==> config.mk <==
export PLATFORM = sky130hd
export DESIGN_NAME = key_matrix_scanner
export DESIGN_NICKNAME = d
export VERILOG_FILES = /design/src/rtl/keyscan_pkg.sv /design/src/rtl/keyscan_event_fifo.sv /design/src/rtl/key_matrix_scanner.sv
export SDC_FILE = /design/constraint.sdc
export NUM_CORES = 1
export LEC_CHECK = 0
export CELL_PAD_IN_SITES_DETAIL_PLACEMENT = 1
export CELL_PAD_IN_SITES_GLOBAL_PLACEMENT = 2
export CORE_ASPECT_RATIO = 1.25
export CORE_MARGIN = 2
export CORE_UTILIZATION = 38
export DETAILED_ROUTE_END_ITERATION = 10
export PLACE_DENSITY = 0.75
export SLEW_MARGIN = 20
export SYNTH_ARGS = -nofsm -noshare
export SYNTH_HDL_FRONTEND = slang
export SYNTH_HIERARCHICAL = 1
export SYNTH_SLANG_ARGS = --single-unit
==> constraint.sdc <==
create_clock -name clk12MHz -period 3.3 [get_ports clk12MHz]
set_input_delay 0.99 -clock clk12MHz [delete_from_list [all_inputs] [get_ports clk12MHz]]
set_output_delay 0.99 -clock clk12MHz [all_outputs]
set_load 0.03 [all_outputs]
==> src/rtl/keyscan_pkg.sv <==
// Shared types for the key matrix scanner: scan FSM states, default matrix
// geometry and the event record carried through the event queue.
package keyscan_pkg;

   typedef enum logic [0:0] {
      DRIVE   = 1'b0,
      PROCESS = 1'b1
   } scan_state_t;

   localparam int DEF_COLS  = 4;
   localparam int DEF_ROWS  = 4;
   localparam int KEY_COUNT = DEF_COLS * DEF_ROWS;
   localparam int KEY_IDX_W = $clog2(KEY_COUNT);

   // One queued key event. is_repeat marks an autorepeat press.
   typedef struct packed {
      logic [KEY_IDX_W-1:0] key;
      logic                 press;
      logic                 is_repeat;
   } key_evt_t;

endpackage

==> src/rtl/keyscan_event_fifo.sv <==
// Small synchronous event FIFO with a registered head word.
// A push into an empty FIFO appears on dout one cycle later; a push while
// full is accepted only if the head is popped in the same cycle.
// DEPTH must be a power of two, at least 2.
module keyscan_event_fifo #(
   parameter int DEPTH = 4,
   parameter int W     = 6
) (
   input  logic         clk12MHz,
   input  logic         rst_n,
   input  logic         push,
   input  logic [W-1:0] din,
   input  logic         rd_ready,
   output logic [W-1:0] dout,
   output logic         full,
   output logic         empty
);

   localparam int PW = $clog2(DEPTH);
   localparam int CW = $clog2(DEPTH + 1);
   localparam logic [CW-1:0] CNT_MAX = CW'(DEPTH);

   logic [W-1:0]  mem_q [DEPTH];
   logic [W-1:0]  mem_d [DEPTH];
   logic [PW-1:0] rd_ptr_q, rd_ptr_d;
   logic [PW-1:0] wr_ptr_q, wr_ptr_d;
   logic [CW-1:0] cnt_q, cnt_d, cnt_left;
   logic [W-1:0]  dout_q, dout_d;
   logic          empty_q, empty_d;
   logic          pop, do_push;

   // Next-state: pointer/count bookkeeping and prefetch of the next head word.
   always_comb begin
      mem_d    = mem_q;
      rd_ptr_d = rd_ptr_q;
      wr_ptr_d = wr_ptr_q;
      dout_d   = dout_q;
      pop      = !empty_q && rd_ready;
      do_push  = push && ((cnt_q != CNT_MAX) || pop);
      if (pop) begin
         rd_ptr_d = rd_ptr_q + PW'(1);
      end
      cnt_left = cnt_q - CW'(pop);
      if (do_push) begin
         mem_d[wr_ptr_q] = din;
         wr_ptr_d        = wr_ptr_q + PW'(1);
      end
      cnt_d = cnt_left + CW'(do_push);
      // With nothing left behind the old head, the new head is the incoming
      // word; otherwise it is the oldest stored entry.
      if (cnt_left == '0) begin
         if (do_push) begin
            dout_d = din;
         end
      end else begin
         dout_d = mem_q[rd_ptr_d];
      end
      empty_d = (cnt_d == '0);
   end

   // Storage and head registers.
   always_ff @(posedge clk12MHz or negedge rst_n) begin
      if (!rst_n) begin
         for (int i = 0; i < DEPTH; i++) begin
            mem_q[i] <= '0;
         end
         rd_ptr_q <= '0;
         wr_ptr_q <= '0;
         cnt_q    <= '0;
         dout_q   <= '0;
         empty_q  <= 1'b1;
      end else begin
         mem_q    <= mem_d;
         rd_ptr_q <= rd_ptr_d;
         wr_ptr_q <= wr_ptr_d;
         cnt_q    <= cnt_d;
         dout_q   <= dout_d;
         empty_q  <= empty_d;
      end
   end

   assign dout  = dout_q;
   assign empty = empty_q;
   assign full  = (cnt_q == CNT_MAX);

endmodule

==> src/rtl/key_matrix_scanner.sv <==
// Key matrix scanner: strobes one active-low column at a time, samples the
// synchronised active-low rows, debounces every key and queues press/release
// events. Optional autorepeat is enabled with `define KEYSCAN_AUTOREPEAT_EN.
//
//  state   | meaning
//  --------+-----------------------------------------------------------
//  DRIVE   | kcol[col] low, settle timer counting down; rows latched at 0
//  PROCESS | one key of the latched column debounced per cycle, ROWS cycles
module key_matrix_scanner
   import keyscan_pkg::*;
#(
   parameter int COLS               = DEF_COLS,
   parameter int ROWS               = DEF_ROWS,
   parameter int SETTLE_CYCLES      = 1200,
   parameter int DEBOUNCE_SCANS     = 4,
   parameter int FIFO_DEPTH         = 4,
   parameter int REPEAT_DELAY_SCANS = 48,
   parameter int REPEAT_RATE_SCANS  = 8
) (
   input  logic                          clk12MHz,
   input  logic                          rst_n,
   output logic [COLS-1:0]               kcol,
   input  logic [ROWS-1:0]               krow,
   output logic [COLS*ROWS-1:0]          keys,
   output logic                          evt_valid,
   input  logic                          evt_ready,
   output logic [$clog2(COLS*ROWS)-1:0]  evt_key,
   output logic                          evt_press,
   output logic                          evt_repeat,
   output logic                          evt_overflow,
   input  logic                          ovf_clr
);

   localparam int NK  = COLS * ROWS;
   localparam int KIW = $clog2(NK);
   localparam int CW  = (COLS > 1) ? $clog2(COLS) : 1;
   localparam int RW  = (ROWS > 1) ? $clog2(ROWS) : 1;
   localparam int TW  = (SETTLE_CYCLES > 1) ? $clog2(SETTLE_CYCLES) : 1;
   localparam int EW  = $bits(key_evt_t);
   localparam logic [TW-1:0] TMR_LOAD = TW'(SETTLE_CYCLES - 1);
   localparam logic [3:0]    DB_TC    = 4'(DEBOUNCE_SCANS);

`ifdef KEYSCAN_AUTOREPEAT_EN
   localparam int RPT_MAX = (REPEAT_DELAY_SCANS > REPEAT_RATE_SCANS) ?
                            REPEAT_DELAY_SCANS : REPEAT_RATE_SCANS;
   localparam int RPW     = $clog2(RPT_MAX + 1);
   localparam logic [RPW-1:0] RPT_DELAY = RPW'(REPEAT_DELAY_SCANS);
   localparam logic [RPW-1:0] RPT_RATE  = RPW'(REPEAT_RATE_SCANS);

   logic           rep_act_q, rep_act_d;
   logic [KIW-1:0] rep_key_q, rep_key_d;
   logic [RPW-1:0] rep_cnt_q, rep_cnt_d;
`endif

   logic [ROWS-1:0] krow_meta_q, krow_sync_q;
   scan_state_t     state_q, state_d;
   logic [CW-1:0]   col_q, col_d;
   logic [RW-1:0]   row_q, row_d;
   logic [TW-1:0]   tmr_q, tmr_d;
   logic [ROWS-1:0] raw_q, raw_d;
   logic [NK-1:0]   keys_q, keys_d;
   logic [3:0]      db_q [NK];
   logic [3:0]      db_d [NK];
   logic [COLS-1:0] kcol_q, kcol_d;
   logic            ovf_q, ovf_d;

   logic [KIW-1:0]  kidx;
   logic [3:0]      db_inc;
   logic            flip;
   logic            ev_push;
   key_evt_t        ev;
   key_evt_t        head;
   logic [EW-1:0]   fifo_dout;
   logic            fifo_full, fifo_empty;

   assign kidx = KIW'(col_q) * KIW'(ROWS) + KIW'(row_q);

   // Scan sequencing, per-key debounce and event generation.
   always_comb begin
      state_d = state_q;
      col_d   = col_q;
      row_d   = row_q;
      tmr_d   = tmr_q;
      raw_d   = raw_q;
      keys_d  = keys_q;
      db_d    = db_q;
      flip    = 1'b0;
      ev_push = 1'b0;
      ev      = '0;
      db_inc  = db_q[kidx] + 4'd1;
`ifdef KEYSCAN_AUTOREPEAT_EN
      rep_act_d = rep_act_q;
      rep_key_d = rep_key_q;
      rep_cnt_d = rep_cnt_q;
`endif
      unique case (state_q)
         DRIVE: begin
            if (tmr_q == '0) begin
               raw_d   = ~krow_sync_q;
               row_d   = '0;
               state_d = PROCESS;
            end else begin
               tmr_d = tmr_q - TW'(1);
            end
         end
         PROCESS: begin
            if (raw_q[row_q] == keys_q[kidx]) begin
               db_d[kidx] = '0;
            end else if (db_inc == DB_TC) begin
               flip         = 1'b1;
               db_d[kidx]   = '0;
               keys_d[kidx] = ~keys_q[kidx];
               ev_push      = 1'b1;
               ev.key       = KEY_IDX_W'(kidx);
               ev.press     = ~keys_q[kidx];
            end else begin
               db_d[kidx] = db_inc;
            end
`ifdef KEYSCAN_AUTOREPEAT_EN
            // Repeat timing is stepped on the tracked key's own scan slot, so
            // a repeat push never collides with a debounce push.
            if (flip) begin
               if (!keys_q[kidx]) begin
                  rep_act_d = 1'b1;
                  rep_key_d = kidx;
                  rep_cnt_d = RPT_DELAY;
               end else if (rep_act_q && (rep_key_q == kidx)) begin
                  rep_act_d = 1'b0;
               end
            end else if (rep_act_q && (rep_key_q == kidx)) begin
               if (rep_cnt_q == RPW'(1)) begin
                  ev_push      = 1'b1;
                  ev.key       = KEY_IDX_W'(kidx);
                  ev.press     = 1'b1;
                  ev.is_repeat = 1'b1;
                  rep_cnt_d    = RPT_RATE;
               end else begin
                  rep_cnt_d = rep_cnt_q - RPW'(1);
               end
            end
`endif
            if (row_q == RW'(ROWS - 1)) begin
               row_d   = '0;
               state_d = DRIVE;
               tmr_d   = TMR_LOAD;
               col_d   = (col_q == CW'(COLS - 1)) ? '0 : col_q + CW'(1);
            end else begin
               row_d = row_q + RW'(1);
            end
         end
         default: state_d = DRIVE;
      endcase
      kcol_d = ~(COLS'(1) << col_d);
      // A new drop wins over a simultaneous clear.
      ovf_d  = (ev_push && fifo_full && !(evt_valid && evt_ready)) ||
               (ovf_q && !ovf_clr);
   end

   // Two-flop synchroniser for the asynchronous row senses.
   always_ff @(posedge clk12MHz or negedge rst_n) begin
      if (!rst_n) begin
         krow_meta_q <= '1;
         krow_sync_q <= '1;
      end else begin
         krow_meta_q <= krow;
         krow_sync_q <= krow_meta_q;
      end
   end

   // Scan FSM, debounce state and registered outputs.
   always_ff @(posedge clk12MHz or negedge rst_n) begin
      if (!rst_n) begin
         state_q <= DRIVE;
         col_q   <= '0;
         row_q   <= '0;
         tmr_q   <= TMR_LOAD;
         raw_q   <= '0;
         keys_q  <= '0;
         for (int i = 0; i < NK; i++) begin
            db_q[i] <= '0;
         end
         kcol_q  <= '1;
         ovf_q   <= 1'b0;
`ifdef KEYSCAN_AUTOREPEAT_EN
         rep_act_q <= 1'b0;
         rep_key_q <= '0;
         rep_cnt_q <= '0;
`endif
      end else begin
         state_q <= state_d;
         col_q   <= col_d;
         row_q   <= row_d;
         tmr_q   <= tmr_d;
         raw_q   <= raw_d;
         keys_q  <= keys_d;
         db_q    <= db_d;
         kcol_q  <= kcol_d;
         ovf_q   <= ovf_d;
`ifdef KEYSCAN_AUTOREPEAT_EN
         rep_act_q <= rep_act_d;
         rep_key_q <= rep_key_d;
         rep_cnt_q <= rep_cnt_d;
`endif
      end
   end

   keyscan_event_fifo #(
      .DEPTH (FIFO_DEPTH),
      .W     (EW)
   ) u_fifo (
      .clk12MHz (clk12MHz),
      .rst_n    (rst_n),
      .push     (ev_push),
      .din      (ev),
      .rd_ready (evt_ready),
      .dout     (fifo_dout),
      .full     (fifo_full),
      .empty    (fifo_empty)
   );

   assign head         = fifo_dout;
   assign kcol         = kcol_q;
   assign keys         = keys_q;
   assign evt_valid    = !fifo_empty;
   assign evt_key      = KIW'(head.key);
   assign evt_press    = head.press;
   assign evt_overflow = ovf_q;
`ifdef KEYSCAN_AUTOREPEAT_EN
   assign evt_repeat   = head.is_repeat;
`else
   // Repeat flag is never set when pushed, but tie it off explicitly.
   assign evt_repeat   = 1'b0 & head.is_repeat;
`endif

endmodule

==> qor.csv <==
stage,metric,value,unit
outcome,status,"complete, no violations",
global_routing,gr-total-overflow,0,
clock_tree,cts_made_buffers,17,
worst_hold_path,hold_path.class,register to register,
sta,drv_slew,0,
power,ir_worst_vdd,0.3808,mV
sta,max_freq,0.3117,GHz
clock_tree,clk_latency,0.44,ns
die,ios,36,
finish,antenna_cells,0,
critical_path,slowest_delay,0.56,ns
drt,vias_per_cell,5.649,
critical_path,cp.arrival,3.55,ns
die,die_area,0.02056,sq mm
clock_tree,htreeDepth,4,
clock_tree,clkTransAtPathRegs,0.07,ns
power,swShare,27.73,%
flow_run,drv_cap,0,
critical_path,start_kind,register,
clock_tree,clk_path_buf_depth,2,
sta,fin_crit,3.209,ns
global_routing,grt_max_degree,84,
drt,antenna_left,0,
critical_path,cp_max_fo,9,
power,p_per_area,503.8,mW/mm^2
die,rows,57,
sta,setup_viol,0,
drt,wire_per_inst,21.57,microns
drt,drc,0,
logic_synthesis,yosysWarnings,6,
critical_path,cp_slowest_cell,mux4_2,
place,gp_congestion,0.7993,
logic_synthesis,syn-cell-area,0.007382,sq mm
global_routing,grt_pass1_vias,5815,
place,dp.cells,900,
drt,drtPass1Iterations,4,
critical_path,path_cells,buf_6 -> mux4_2 -> mux4_2 -> nor4_4 -> nand2_2 -> nor2_1 -> a21bo_4 -> inv_12 -> ha_1 -> ha_1 -> nor3_1,
place,place_hpwl,14380,microns
logic_synthesis,syn_nets,660,
finish,area_growth,18.47,%
logic_synthesis,synth_cells,634,
power,leakage,0.003956,uW
global_routing,grt_antenna_before_repair,0,
critical_path,path_class,register to register,
sta,max_slew_margin,42.81,%
finish,fin_cells,934,
drt,first_iter_violations,245,
sta,hold_viol,0,
drt,drt-total-wl,20150,microns
logic_synthesis,synth_area_per_cell,11.64,sq um
sta,fin_crit_sh,97.23,%
die,start_util,38.34,%
power,seq_power_share,44.0,%
sta,max_slew.worst_pin.slew,0.8554,ns
global_routing,globalRouteTotalUtil,20.95,%
power,p_switching,1222,uW
finish,fin_nets,711,
die,die_x,128.7,microns
finish,n_fill_cell,2039,
clock_tree,cts_tree,done,
finish,drive_above_1_share,22.49,%
die,die_h,159.8,microns
power,p_int,3184,uW
drt,vias,5276,
critical_path,endpoint_kind,register,
sta,fin_tns_setup,0,ns
power,p_comb_share,12.0,%
clock_tree,cts.sinks,146,
place,port_buffers,34,
power,clkPwrFrac,44.1,%
sta,fin_skew,0.01651,ns
global_routing,grt_pass1_wl,32940,microns
clock_tree,root_buffer,clkbuf_16,
critical_path,required,3.64,ns
die,core_area,0.01926,sq mm
-- flip-flops by register name (all words and copies together) (netlist names) --
signal	cells
row_q	2
u_fifo/cnt_q	3
tmr_q	11
krow_sync_q	4
col_q	2
state_q	1
db_q	64
keys	16
raw_q	4
u_fifo/wr_ptr_q	2
kcol	4
u_fifo/mem_q	20
u_fifo/rd_ptr_q	2
evt_overflow	1
krow_meta_q	4
u_fifo/empty	1
u_fifo/dout	5
-- critical path, delay by kind of cell, from the launching register on --
| kind | cells | cell delay [ns] |
|---|---|---|
| flip-flops | 1 | 0.42 |
| AO/OA/AOI/OAI | 1 | 0.29 |
| adder cells (fa/ha/maj) | 2 | 0.38 |
| AND/OR/NAND/NOR | 4 | 0.67 |
| multiplexers | 2 | 1.09 |
| buffers and inverters | 2 | 0.26 |
-- worst paths after layout --
check	slack, ns	to	from	cells past startpoint
worst max-delay path	0.09	u_fifo/empty	row_q[0]	11
worst min-delay path	0.36	krow_sync_q[3]	krow_meta_q[3]	0
worst max register to register	0.09	u_fifo/empty	row_q[0]	11
worst min register to register	0.36	krow_sync_q[3]	krow_meta_q[3]	0
max in group asynchronous	2.05	u_fifo/empty	rst_n	2
min in group asynchronous	0.44	db_q[58]	rst_n	1
-- power groups by stage --
stage          clock network (uW)  registers (uW)  logic, uW
6_report                     1940            1940        527
5_1_grt                      2050            1950        579
4_1_cts                      1980            1940        534
3_5_place_dp                    0            1970        532
3_3_place_gp                    0            1970        513
2_1_floorplan                   0            1980        348
-- final cells by class --
cell class / instances / area (sq um) / area share [%]
well taps: 236 / 295.3 / 3.376
flip-flops and latches: 146 / 3680 / 42.07
clock buffers: 17 / 425.4 / 4.864
multi-input cells: 414 / 3369 / 38.53
repair buffers: 65 / 644.4 / 7.368
clock inverters: 15 / 165.2 / 1.888
inverters: 41 / 166.4 / 1.903
-- per-stage QoR --
stage	utilization, %	hold WS (ns)	area [sq um]	total power [uW]	worst slack, ns
after global placement	42.20	0.3493	8125	2481	0.1381
after global routing	45.42	0.3593	8746	4582	-0.05368
after detailed placement	42.20	0.3478	8125	2507	0.05513
after CTS	45.26	0.3589	8716	4455	0.004789
final	45.42	0.3574	8746	4406	0.09127
after floorplan	-	0.3452	7421	2323	0.001344
-- routing by layer --
layer  global-route usage [%]  share of wire, %
met5                        0                 0
met4                    7.708               2.4
met3                    3.015               1.7
met2                    37.93                56
met1                    24.97                40
-- cell usage in the layout (no fill, tap or decap), types with 20 or more instances in the layout --
cell	count
mux2_4	20
mux4_2	29
o21ai_1	33
a21oi_1	26
mux2i_1	25
dfstp_2	20
inv_1	38
buf_4	24
dfrtp_1	125
nand2_1	80
o31ai_1	51
clkdlybuf4s50_1	33
-- timing repair --
action,in CTS,in global routing
gates resized for setup,0,5
hold buffers,0,0
endpoints found under the setup margin,0,23
buffers inserted,0,2
(Power assumes the default switching activity.)
